<file path="src/rtl/patch_streamer.sv">
// Sliding-window patch extractor: scans an IMG_H x IMG_W image held in a
// latency-MEM_LAT memory and emits zero-padded K x K windows in row-major order.
module patch_streamer #(
   parameter int IMG_W   = 28,
   parameter int IMG_H   = 28,
   parameter int K       = 3,
   parameter int STRIDE  = 1,
   parameter int PAD     = 0,
   parameter int MEM_LAT = 1
) (
   input  logic                                clk,
   input  logic                                reset,
   input  logic                                start,
   output logic                                busy,
   output logic                                done,
   output logic [$clog2(IMG_W*IMG_H)-1:0]      mem_addr,
   output logic                                mem_rd,
   input  logic [7:0]                          mem_data,
   output logic                                patch_valid,
   input  logic                                patch_ready,
   output logic signed [K*K-1:0][7:0]          patch,
   output logic [$clog2(IMG_H+2*PAD)-1:0]      out_row,
   output logic [$clog2(IMG_W+2*PAD)-1:0]      out_col,
   output logic                                last
);

   localparam int AW    = $clog2(IMG_W*IMG_H);
   localparam int RW    = $clog2(IMG_H+2*PAD);
   localparam int CW    = $clog2(IMG_W+2*PAD);
   localparam int NE    = K*K;
   localparam int IW    = $clog2(NE+1);
   localparam int OUT_W = (IMG_W + 2*PAD - K) / STRIDE + 1;
   localparam int OUT_H = (IMG_H + 2*PAD - K) / STRIDE + 1;

   localparam logic [2:0] ST_IDLE    = 3'd0;
   localparam logic [2:0] ST_FETCH   = 3'd1;
   localparam logic [2:0] ST_DRAIN   = 3'd2;
   localparam logic [2:0] ST_PRESENT = 3'd3;
   localparam logic [2:0] ST_FINISH  = 3'd4;

   logic [2:0]                    state_q, state_d;
   logic [IW-1:0]                 idx_q, idx_d;
   logic [2:0]                    er_q, er_d;
   logic [2:0]                    ec_q, ec_d;
   logic [1:0]                    drain_q, drain_d;
   logic [RW-1:0]                 row_q, row_d;
   logic [CW-1:0]                 col_q, col_d;
   logic [MEM_LAT-1:0]            tag_vld_q, tag_vld_d;
   logic [MEM_LAT-1:0][IW-1:0]    tag_idx_q, tag_idx_d;
   logic [NE-1:0][7:0]            patch_q, patch_d;

   int                            pix_row, pix_col;
   logic                          in_img;
   logic                          at_end;
   logic [AW-1:0]                 rd_addr;

   // Window element position in unpadded image coordinates; negative or
   // past-the-edge positions are padding and never reach memory.
   always_comb begin
      pix_row = int'(row_q) * STRIDE - PAD + int'(er_q);
      pix_col = int'(col_q) * STRIDE - PAD + int'(ec_q);
      in_img  = (state_q == ST_FETCH) && (pix_row >= 0) && (pix_row < IMG_H) &&
                (pix_col >= 0) && (pix_col < IMG_W);
      rd_addr = AW'(pix_row * IMG_W + pix_col);
      at_end  = (row_q == RW'(OUT_H-1)) && (col_q == CW'(OUT_W-1));
   end

   always_comb begin
      tag_vld_d    = tag_vld_q;
      tag_idx_d    = tag_idx_q;
      tag_vld_d[0] = in_img;
      tag_idx_d[0] = idx_q;
      for (int i = 1; i < MEM_LAT; i++) begin
         tag_vld_d[i] = tag_vld_q[i-1];
         tag_idx_d[i] = tag_idx_q[i-1];
      end

      patch_d = patch_q;
      if (tag_vld_q[MEM_LAT-1])
         patch_d[tag_idx_q[MEM_LAT-1]] = mem_data;
      if ((state_q == ST_FETCH) && !in_img)
         patch_d[idx_q] = '0;
   end

   always_comb begin
      state_d = state_q;
      idx_d   = idx_q;
      er_d    = er_q;
      ec_d    = ec_q;
      drain_d = drain_q;
      row_d   = row_q;
      col_d   = col_q;
      case (state_q)
         ST_IDLE: begin
            if (start) begin
               state_d = ST_FETCH;
               idx_d   = '0;
               er_d    = '0;
               ec_d    = '0;
               row_d   = '0;
               col_d   = '0;
            end
         end
         ST_FETCH: begin
            if (idx_q == IW'(NE-1)) begin
               state_d = ST_DRAIN;
               drain_d = '0;
               idx_d   = '0;
               er_d    = '0;
               ec_d    = '0;
            end else begin
               idx_d = idx_q + 1'b1;
               if (ec_q == 3'(K-1)) begin
                  ec_d = '0;
                  er_d = er_q + 1'b1;
               end else begin
                  ec_d = ec_q + 1'b1;
               end
            end
         end
         ST_DRAIN: begin
            if (drain_q == 2'(MEM_LAT-1))
               state_d = ST_PRESENT;
            else
               drain_d = drain_q + 1'b1;
         end
         ST_PRESENT: begin
            if (patch_ready) begin
               if (at_end) begin
                  state_d = ST_FINISH;
               end else begin
                  state_d = ST_FETCH;
                  if (col_q == CW'(OUT_W-1)) begin
                     col_d = '0;
                     row_d = row_q + 1'b1;
                  end else begin
                     col_d = col_q + 1'b1;
                  end
               end
            end
         end
         ST_FINISH: begin
            state_d = ST_IDLE;
            row_d   = '0;
            col_d   = '0;
         end
         default: state_d = ST_IDLE;
      endcase
   end

   always_ff @(posedge clk) begin
      if (reset) begin
         state_q   <= ST_IDLE;
         idx_q     <= '0;
         er_q      <= '0;
         ec_q      <= '0;
         drain_q   <= '0;
         row_q     <= '0;
         col_q     <= '0;
         tag_vld_q <= '0;
         tag_idx_q <= '0;
         patch_q   <= '0;
      end else begin
         state_q   <= state_d;
         idx_q     <= idx_d;
         er_q      <= er_d;
         ec_q      <= ec_d;
         drain_q   <= drain_d;
         row_q     <= row_d;
         col_q     <= col_d;
         tag_vld_q <= tag_vld_d;
         tag_idx_q <= tag_idx_d;
         patch_q   <= patch_d;
      end
   end

   assign busy        = (state_q != ST_IDLE);
   assign done        = (state_q == ST_FINISH);
   assign patch_valid = (state_q == ST_PRESENT);
   assign last        = patch_valid && at_end;
   assign mem_rd      = in_img;
   assign mem_addr    = in_img ? rd_addr : '0;
   assign patch       = patch_q;
   assign out_row     = row_q;
   assign out_col     = col_q;

endmodule

</file>
<file path="config.mk">
export PLATFORM = sky130hd
export DESIGN_NAME = patch_streamer
export DESIGN_NICKNAME = d
export VERILOG_FILES = /design/src/rtl/patch_streamer.sv
export SDC_FILE = /design/constraint.sdc
export NUM_CORES = 1
export LEC_CHECK = 0
export BUFFER_PORTS_ARGS = -buffer_cell sky130_fd_sc_hd__buf_2
export CAP_MARGIN = 40
export CELL_PAD_IN_SITES_DETAIL_PLACEMENT = 2
export CELL_PAD_IN_SITES_GLOBAL_PLACEMENT = 2
export CORE_UTILIZATION = 30
export DETAILED_ROUTE_END_ITERATION = 8
export GPL_ROUTABILITY_DRIVEN = 0
export PLACE_DENSITY_LB_ADDON = 0.1
export SLEW_MARGIN = 0
export SYNTH_ARGS = -nofsm -noshare
export SYNTH_HDL_FRONTEND = slang
export SYNTH_SLANG_ARGS = --single-unit
</file>
<file path="constraint.sdc">
create_clock -name clk -period 4.6 [get_ports clk]
set_input_delay 0.92 -clock clk [delete_from_list [all_inputs] [get_ports clk]]
set_output_delay 0.92 -clock clk [all_outputs]
set_load 0.03 [all_outputs]
</file>
# Word level (Yosys, flattened, before mapping)
# Cells that the tools add are included.
dict set report totals {
  regBits 102
  wordCells 112
  out_inout_bits 97
  input_bits 12
}
dict set report classes {
  muxes 36
  multipliers 1
  magnitude_cmp 8
  eq_ne 16
  add_sub_neg 9
  reduce_logical 22
  bitwise_logic 2
}
# operator n
set ops {}
lappend ops {{2-to-1 mux 72 bit} 2}
lappend ops {{bitwise AND 72 bit} 1}
lappend ops {{bitwise mux 72 bit} 1}
lappend ops {{NOT 72 bit} 1}
lappend ops {{demux 8 bit (select 4 bit)} 2}
lappend ops {{2-to-1 mux 5 bit} 7}
lappend ops {{2-to-1 mux 3 bit} 10}
lappend ops {{case mux 5 bit (3 select lines)} 2}
lappend ops {{2-to-1 mux 8 bit} 2}
lappend ops {{adder 5 x 3 -> 6 bit} 2}
lappend ops {{greater-or-equal comparator 6 x 1 -> 1 bit, second input constant} 2}
lappend ops {{less-than comparator 6 x 5 -> 1 bit, second input constant} 2}
lappend ops {{case mux 3 bit (2 select lines)} 2}
lappend ops {{case mux 3 bit (4 select lines)} 1}
lappend ops {{adder 10 x 6 -> 10 bit} 1}
lappend ops {{adder 5 x 1 -> 5 bit, second input constant} 2}
lappend ops {{== test 5 bit, second input constant} 2}
lappend ops {{less-than comparator 4 x 5 -> 1 bit, second input constant} 2}
lappend ops {{2-to-1 mux 10 bit} 1}
lappend ops {{== test 3 x 2 -> 1 bit, second input constant} 3}
lappend ops {{logical AND 1 bit} 9}
lappend ops {{greater-or-equal comparator 4 x 1 -> 1 bit, second input constant} 2}
lappend ops {{multiplier 6 x 3 -> 8 bit, second input constant} 1}
lappend ops {{2-to-1 mux 4 bit} 2}
lappend ops {{other kinds (21)} 32}

# Logic depth before layout (Yosys ltp)
# Gate-level depths: netlist of run 1.
dict set report depth {
  ltp_word 9
  ltp_mapped 14
  mapped_depth_nobuf 14
}

# Least setup slack after synthesis of run 1
# OpenSTA, ideal clock, no wires.
dict set report synth_path {
  kind {register to output}
  startpoint {register row_q[0] (netlist: out_row[0])}
  endpoint {output mem_addr[8]}
  t_required_ns 3.680
  stages_incl_launch_ff 14
  n_path_buf 0
  slack_ns -0.386
  t_arrival_ns 4.066
  path_cell_list {dfxtp_1 -> ha_1 -> inv_1 -> fa_1 -> xor2_1 -> inv_1 -> fa_1 -> ha_1 -> fa_1 -> ha_1 -> a21oi_1 -> nor4_1 -> xnor2_1 -> nor2_1}
}
dict set report synth_via {
  elab_chain_cells 7
  word_cells_on_any_way 10
  classes_between {2 x add/sub; 1 x mul; 2 x order compare; 1 x mux; 4 x reduce/logical}
}
# element line
set synth_rtl {}
lappend synth_rtl {{start: declaration} 46} ;# logic [RW-1:0] row_q, row_d;
lappend synth_rtl {{start signal: assignment} 169} ;# row_q <= row_d;
lappend synth_rtl {{adder 5 x 3 -> 6 bit (*)} 60} ;# pix_row = int'(row_q) * STRIDE - PAD + int'(er_q);
lappend synth_rtl {{branches (longest 5 deep; another with adder 10 x 6 -> 10 bit)} -}
lappend synth_rtl {{2-to-1 mux 10 bit (*)} 182} ;# assign mem_addr = in_img ? rd_addr : '0;
lappend synth_rtl {{end: declaration} 16} ;# output logic [$clog2(IMG_W*IMG_H)-1:0] mem_addr,
# Every way passes the cells marked *.

# Worst setup path in the final report of run 1
dict set report layout_path {
  startpoint {register er_q[1]}
  endpoint {output mem_addr[9]}
}
dict set report layout_via {
  elab_chain_cells 7
  word_cells_on_any_way 10
  classes_between {2 x add/sub; 1 x mul; 2 x order compare; 1 x mux; 4 x reduce/logical}
}
# element line
set layout_rtl {}
lappend layout_rtl {{start: declaration} 43} ;# logic [2:0] er_q, er_d;
lappend layout_rtl {{start signal: assignment} 166} ;# er_q <= er_d;
lappend layout_rtl {{adder 5 x 3 -> 6 bit (*)} 60}
lappend layout_rtl {{branches (longest 5 deep; another with adder 10 x 6 -> 10 bit)} -}
lappend layout_rtl {{2-to-1 mux 10 bit (*)} 182}
# Marked as above.

==> results of run 1 <==
## path summary, 6_finish.rpt
| kind | start | to | slack, ns | cells past startpoint |
|---|---|---|---|---|
| worst max-delay path | er_q[1]$_SDFFE_PP0P_ | mem_addr[9] | -0.04 | 13 |
| worst min-delay path | drain_q[0]$_SDFFE_PP0P_ | drain_q[0]$_SDFFE_PP0P_ | 0.48 | 2 |
| worst max register to register | er_q[1]$_SDFFE_PP0P_ | patch[28]$_SDFF_PP0_ | 1.54 | 14 |
| worst min register to register | drain_q[0]$_SDFFE_PP0P_ | drain_q[0]$_SDFFE_PP0P_ | 0.48 | 2 |
## Yosys cell counts (6+ instances only)
library cell,number
mux2i_1,75
nand3_1,16
nand2_1,16
nor2b_1,8
inv_1,23
o21ai_0,11
ha_1,30
clkbuf_1,14
dfxtp_1,102
nor3b_1,7
a21o_1,6
xor2_1,18
buf_1,15
nor2_1,40
a21oi_1,16
a21oi_2,6
nor3_1,76
fa_1,7
## metrics by stage
stage | cell area, um^2 | power, mW | setup slack, ns | std cells | utilization, %
finish | 6840 | 2.04 | -0.0429 | 903 | 39.4
CTS | 6710 | 2.07 | -0.113 | 901 | 38.7
global placement | 6150 | 1.21 | 0.0705 | 879 | 35.5
global route | 6840 | 2.13 | -0.175 | 903 | 39.4
floorplan | 5390 | 1.13 | 0.0143 | 569 | -
detailed placement | 6170 | 1.22 | -0.0292 | 881 | 35.5
## power by group
| group | switching (mW) | internal (mW) | leakage (nW) | total (mW) |
|---|---|---|---|---|
| Combinational | 0.195 | 0.101 | 2.17 | 0.295 |
| Clock | 0.389 | 0.437 | 0.155 | 0.826 |
| Sequential | 0.0241 | 0.898 | 0.826 | 0.923 |
| Total | 0.608 | 1.44 | 3.15 | 2.04 |
## tightest hold or removal path, stage by stage (launching register included)
cell and delay [ns]:
dfxtp_1 0.32, nand3_1 0.06, a21oi_1 0.06
## logic make-up after synthesis
logic type | Yosys count
xor+xnor | 23
simple gates | 202
fa+ha+maj | 37
flops | 102
buf+inv | 59
compound gates | 70
mux | 76
## timing repair
| action | in CTS | in global routing |
|---|---|---|
| resized for setup | 45 | 22 |
| hold endpoints to repair | 0 | 0 |
| endpoints found under the setup margin | 5 | 5 |
| setup buffers | 4 | 3 |
| pin swaps | 23 | 19 |
## area by class of cell
class | instances | area [um^2] | share of cell area (%)
timing repair buffer | 129 | 719 | 10.5
multi-input combinational | 408 | 3390 | 49.5
clock buffer | 9 | 225 | 3.29
inverter | 23 | 86.3 | 1.26
tap | 225 | 282 | 4.11
sequential | 102 | 2050 | 30.0
clock inverter | 7 | 87.6 | 1.28
## sequential cells by signal, indices dropped and copies added, names as in the netlist
signal	cells
state_q	3
out_col	5
patch	72
ec_q	3
er_q	3
tag_vld_q	1
tag_idx_q	4
drain_q	2
idx_q	4
out_row	5
## metal layers
| metal | up-vias | global-route usage, % |
|---|---|---|
| met5 | - | 0 |
| met2 | 85 | 34.9 |
| li1 | 2233 | - |
| met3 | 21 | 2.62 |
| met1 | 2349 | 22.7 |
| met4 | 0 | 6.87 |
==> impl_metrics.yaml, run 1 <==
clock_network:
  insertion_delay_ns: 0.36
  cts_root_buffer: "clkbuf_16"
  path_clk_slew_ns: 0.08
  cts.path.max_buffers: 2
  numCtsBuffers: 9
  holdBufCountCts: 0
  cts.sinks: 102
  htreeDepth: 3
  cts_tree: "done"
placement:
  io_buffers: 108
  dp_hpwl_um: 12500
critical_path:
  cp_cell_sequence: "inv_1 > fa_2 > xor2_4 > buf_4 > fa_1 > inv_2 > fa_2 > ha_4 > a21oi_4 > a21o_1 > o221ai_2 > nand2_1 > buf_6"
  worstPathRequired_ns: 3.68
  cp_slowest_cell: "fa_1"
  path_max_fanout: 4
  start_kind: "register"
  criticalPathCategory: "reg -> out"
  crit_path_max_incr_delay_ns: 0.52
  crit_buf_inv: 4
  cp_data_arrival_time_ns: 3.72
  path_common_cell: "fa_2"
  endpoint_kind: "output pin"
  path_delay_family: "adder cells"
run:
  maxCapViolations: 0
timing:
  setup_ws_ns: -0.0429
  final.setup.tns_ns: -0.0964
  post-route-period-util_pct: 101
  clock.fmax_mhz: 215
  hold_slack_ns: 0.483
  hold_viol: 0
  setup_viol: 3
  tightest_slew_ns: 0.921
  rsz0062_at_grt: "true"
  relSlewSlack_pct: 38.6
  period_needed_ns: 4.64
  finalClockSkew_ns: 0.0105
  drv_slew: 0
synthesis:
  synth_compound_gate_area_share_pct: 9.82
  synth-edff-count: 0
  ys_seq_elements: 102
  synthXorXnorAreaFrac_pct: 3.76
  yosys.area_share.simple_pct: 20.0
  synth_adder_area_share_pct: 9.63
  yosysTopAreaCell: "dfxtp_1"
  ys_seq_area_share_pct: 38.1
  syn_area_um2: 5350
  synthTopCellsByArea: "dfxtp_1 38%, mux2i_1 14%, nor3_1 7.1%, ha_1 7.0%, xor2_1 2.9%"
  synth_ff_type: "dfxtp_1"
  netlist.area_leader.share_pct: 38.1
  synth_nets: 618
  syn_inst: 569
  synth_top_family_by_area: "simple AND/OR/NAND/NOR gates"
  syn_avg_cell_area_um2: 9.41
  yosys_warnings: 0
  synth.area.mux_share_pct: 14.2
  postSynth.asyncResetShare_pct: 0
  yosys.cell_types.count: 59
status:
  violations: "setup timing"
  outcome: "complete, but fails checks"
cells_and_area:
  area_growth_pct: 27.8
  final_cell_mix: "104 x buf_2, 98 x dfxtp_1, 76 x nor3_1"
  final_nets: 722
  drive_above_1_share_pct: 31.1
  final_common_cell: "buf_2"
  n_antenna_cell: 0
  fillers: 1905
drt:
  viasPerCell: 5.19
  vias: 4688
  avgRoutedWirePerCell_um: 19.1
  dr_wl_met2_um: 8840
  drtPass1Iterations: 4
  drc: 0
  antenna_left: 0
  top_layer_used: "met4"
  first_iter_violations: 106
  wl_met1_um: 7580
  met3RoutedLength_um: 494
  wl_um: 17200
floorplanning:
  die_h_um: 136
  core.rowCount: 48
  die_area_um2: 18400
  core_um2: 17400
  die_w_um: 136
  initial_utilization_pct: 30.8
  ioPinCount: 109
min_path:
  hold_class: "reg -> reg"
grt:
  grt_overflow: 0
  antenna_found_initial: 0
  track_usage_pct: 19.2
  grt_max_degree: 47
  grt_pass1_wl_um: 27000
  grt_pass1_vias: 5012
power:
  power_leakage_nw: 3.15
  ir_worst_vdd_mv: 0.177
  p_per_area_nw_per_um2: 299
Power figures use the tool's default switching activity.
==> inputs of run 2 (changes only) <==
--- a/config.mk
+++ b/config.mk
@@ -5,6 +5,7 @@
 export SDC_FILE = /design/constraint.sdc
 export NUM_CORES = 1
 export LEC_CHECK = 0
+export ABC_CLOCK_PERIOD_IN_PS = 4600
 export BUFFER_PORTS_ARGS = -buffer_cell sky130_fd_sc_hd__buf_2
 export CAP_MARGIN = 40
 export CELL_PAD_IN_SITES_DETAIL_PLACEMENT = 2
@@ -12,7 +13,7 @@
 export CORE_UTILIZATION = 30
 export DETAILED_ROUTE_END_ITERATION = 8
 export GPL_ROUTABILITY_DRIVEN = 0
-export PLACE_DENSITY_LB_ADDON = 0.1
+export PLACE_DENSITY_LB_ADDON = 0.12
 export SLEW_MARGIN = 0
 export SYNTH_ARGS = -nofsm -noshare
 export SYNTH_HDL_FRONTEND = slang
==> run 2 against run 1 <==
  * The flow still finishes with violations (setup timing)
  * Non-clock buffer count is 5 higher
  * Worst setup slack worse by 0.021 ns
  * Highest routed layer unchanged
  * Core utilization is 0.17 points higher
==> impl_metrics.yaml, run 2 (synthesis gave the netlist of run 1 again) <==
status:
  outcome: "complete, but fails checks"
  violations: "setup timing"
drt:
  vias: 4674
  wl_um: 17300
  viasPerCell: 5.15
  drtPass1Iterations: 4
  antenna_left: 0
  avgRoutedWirePerCell_um: 19.0
  first_iter_violations: 111
  drc: 0
timing:
  final.setup.tns_ns: -0.0692
  clock.fmax_mhz: 214
  tightest_slew_ns: 0.830
  period_needed_ns: 4.66
  setup_ws_ns: -0.0641
  post-route-period-util_pct: 101
  hold_viol: 0
  finalClockSkew_ns: 0.00765
  setup_viol: 2
  relSlewSlack_pct: 44.1
  drv_slew: 0
  rsz0062_at_grt: "true"
power:
  clkPwrFrac_pct: 37.9
  power.switching_uw: 598
  p_per_area_nw_per_um2: 288
  ir_worst_vdd_mv: 0.198
  seq_power_share_pct: 46.7
  comb_power_share_pct: 15.5
  fin_total_pwr_mw: 1.98
  internal_power_mw: 1.38
  p_sw_share_pct: 30.3
  power_leakage_nw: 3.18
run:
  maxCapViolations: 0
grt:
  track_usage_pct: 19.1
  antenna_found_initial: 0
  grt_pass1_vias: 5054
  top_usage_layer: "met2"
  grt_pass1_wl_um: 27100
  met1_usage_pct: 22.4
  use_met2_pct: 35.4
  grt_max_degree: 44
  grtUsageMet3_pct: 2.62
  grt_overflow: 0
placement:
  placed_cells: 882
  placed_area_um2: 6180
  io_buffers: 108
  dp_hpwl_um: 12300
critical_path:
  endpoint_kind: "output pin"
  critPathLaunch: "er_q[0]$_SDFFE_PP0P_"
  reg2reg_slack_ns: 1.62
  r2r_end: "patch[36]$_SDFF_PP0_"
  reg2reg_from: "out_row[0]$_SDFFE_PP0P_"
  criticalPathCategory: "reg -> out"
  cp_data_arrival_time_ns: 3.74
  worstPathRequired_ns: 3.68
  worst_r2r_path_depth: 12
  path_max_fanout: 5
  endpoint: "mem_addr[9]"
  start_kind: "register"
cells_and_area:
  fin_cells: 908
  n_antenna_cell: 0
  final_nets: 727
  final_cell_area_um2: 6870
  final_cell_mix: "105 x buf_2, 98 x dfxtp_1, 76 x nor3_1"
  largest_register_ffs: 72
  area_growth_pct: 28.4
  fillers: 1891
  drive_above_1_share_pct: 31.8
  final_common_cell: "buf_2"
min_path:
  holdCritStartpoint: "drain_q[0]$_SDFFE_PP0P_"
  hold_class: "reg -> reg"
clock_network:
  numCtsBuffers: 9
  cts.sinks: 102
  path_clk_slew_ns: 0.07
  htreeDepth: 3
  cts.path.max_buffers: 2
  holdBufCountCts: 0
  insertion_delay_ns: 0.35
  cts_root_buffer: "clkbuf_16"
  cts_tree: "done"
floorplanning:
  die_h_um: 136
  core.rowCount: 48
  initial_utilization_pct: 30.8
  die_area_um2: 18400
  ioPinCount: 109
  core_um2: 17400
  die_w_um: 136
## run 2: worst min-delay path by stage
stage                                          to  slack [ns]  cells past startpoint
final                     drain_q[0]$_SDFFE_PP0P_        0.50                      2
after global routing      drain_q[0]$_SDFFE_PP0P_        0.52                      2
after CTS                 drain_q[0]$_SDFFE_PP0P_        0.50                      2
after detailed placement  drain_q[0]$_SDFFE_PP0P_        0.49                      2
after global placement    drain_q[0]$_SDFFE_PP0P_        0.45                      2
after floorplan           drain_q[0]$_SDFFE_PP0P_        0.44                      2
## run 2: repair_timing
item	in CTS	in global routing
resized for setup	50	16
buffers inserted	7	5
setup endpoints to repair	4	4
pin swaps	22	22
## run 2: final cells by class
class / count / area (um^2) / area share (%)
clock buffer: 9 / 225 / 3.28
clock inverter: 7 / 56.3 / 0.819
inverter: 23 / 86.3 / 1.26
multi-input combinational: 408 / 3420 / 49.7
sequential: 102 / 2050 / 29.9
tap: 225 / 282 / 4.10
timing repair buffer: 134 / 754 / 11.0
## run 2: critical path, cell delays in order (launching register included)
cell and delay [ns]:
dfxtp_2 0.36, ha_4 0.15, inv_2 0.04, fa_2 0.37, nor2b_2 0.14, o21ai_2 0.11, xor2_4 0.19, fa_1 0.54
inv_2 0.05, ha_4 0.23, or2_4 0.28, a311oi_4 0.41, nor4_4 0.08, o2111ai_2 0.22, nand2_1 0.09, buf_6 0.14
## run 2: power by group through the flow
stage | logic, mW | clock network, mW | registers (mW)
floorplan | 0.183 | 0 | 0.949
global placement | 0.269 | 0 | 0.941
detailed placement | 0.278 | 0 | 0.943
CTS | 0.298 | 0.772 | 0.923
global route | 0.333 | 0.813 | 0.927
finish | 0.306 | 0.748 | 0.923
## run 2: routing by layer
layer | vias to the layer above | routed length (um)
li1 | 2244 | -
met1 | 2324 | 7360
met2 | 85 | 9160
met3 | 21 | 436
met4 | 0 | 331
met5 | - | 0
## run 2: metrics by stage
step	hold slack, ns	setup slack, ns	utilization, %
after floorplan	0.444	0.0143	-
after global placement	0.450	0.101	35.5
after detailed placement	0.494	-0.0838	35.6
after CTS	0.504	-0.0346	38.7
after global routing	0.523	-0.191	39.6
final	0.498	-0.0641	39.6
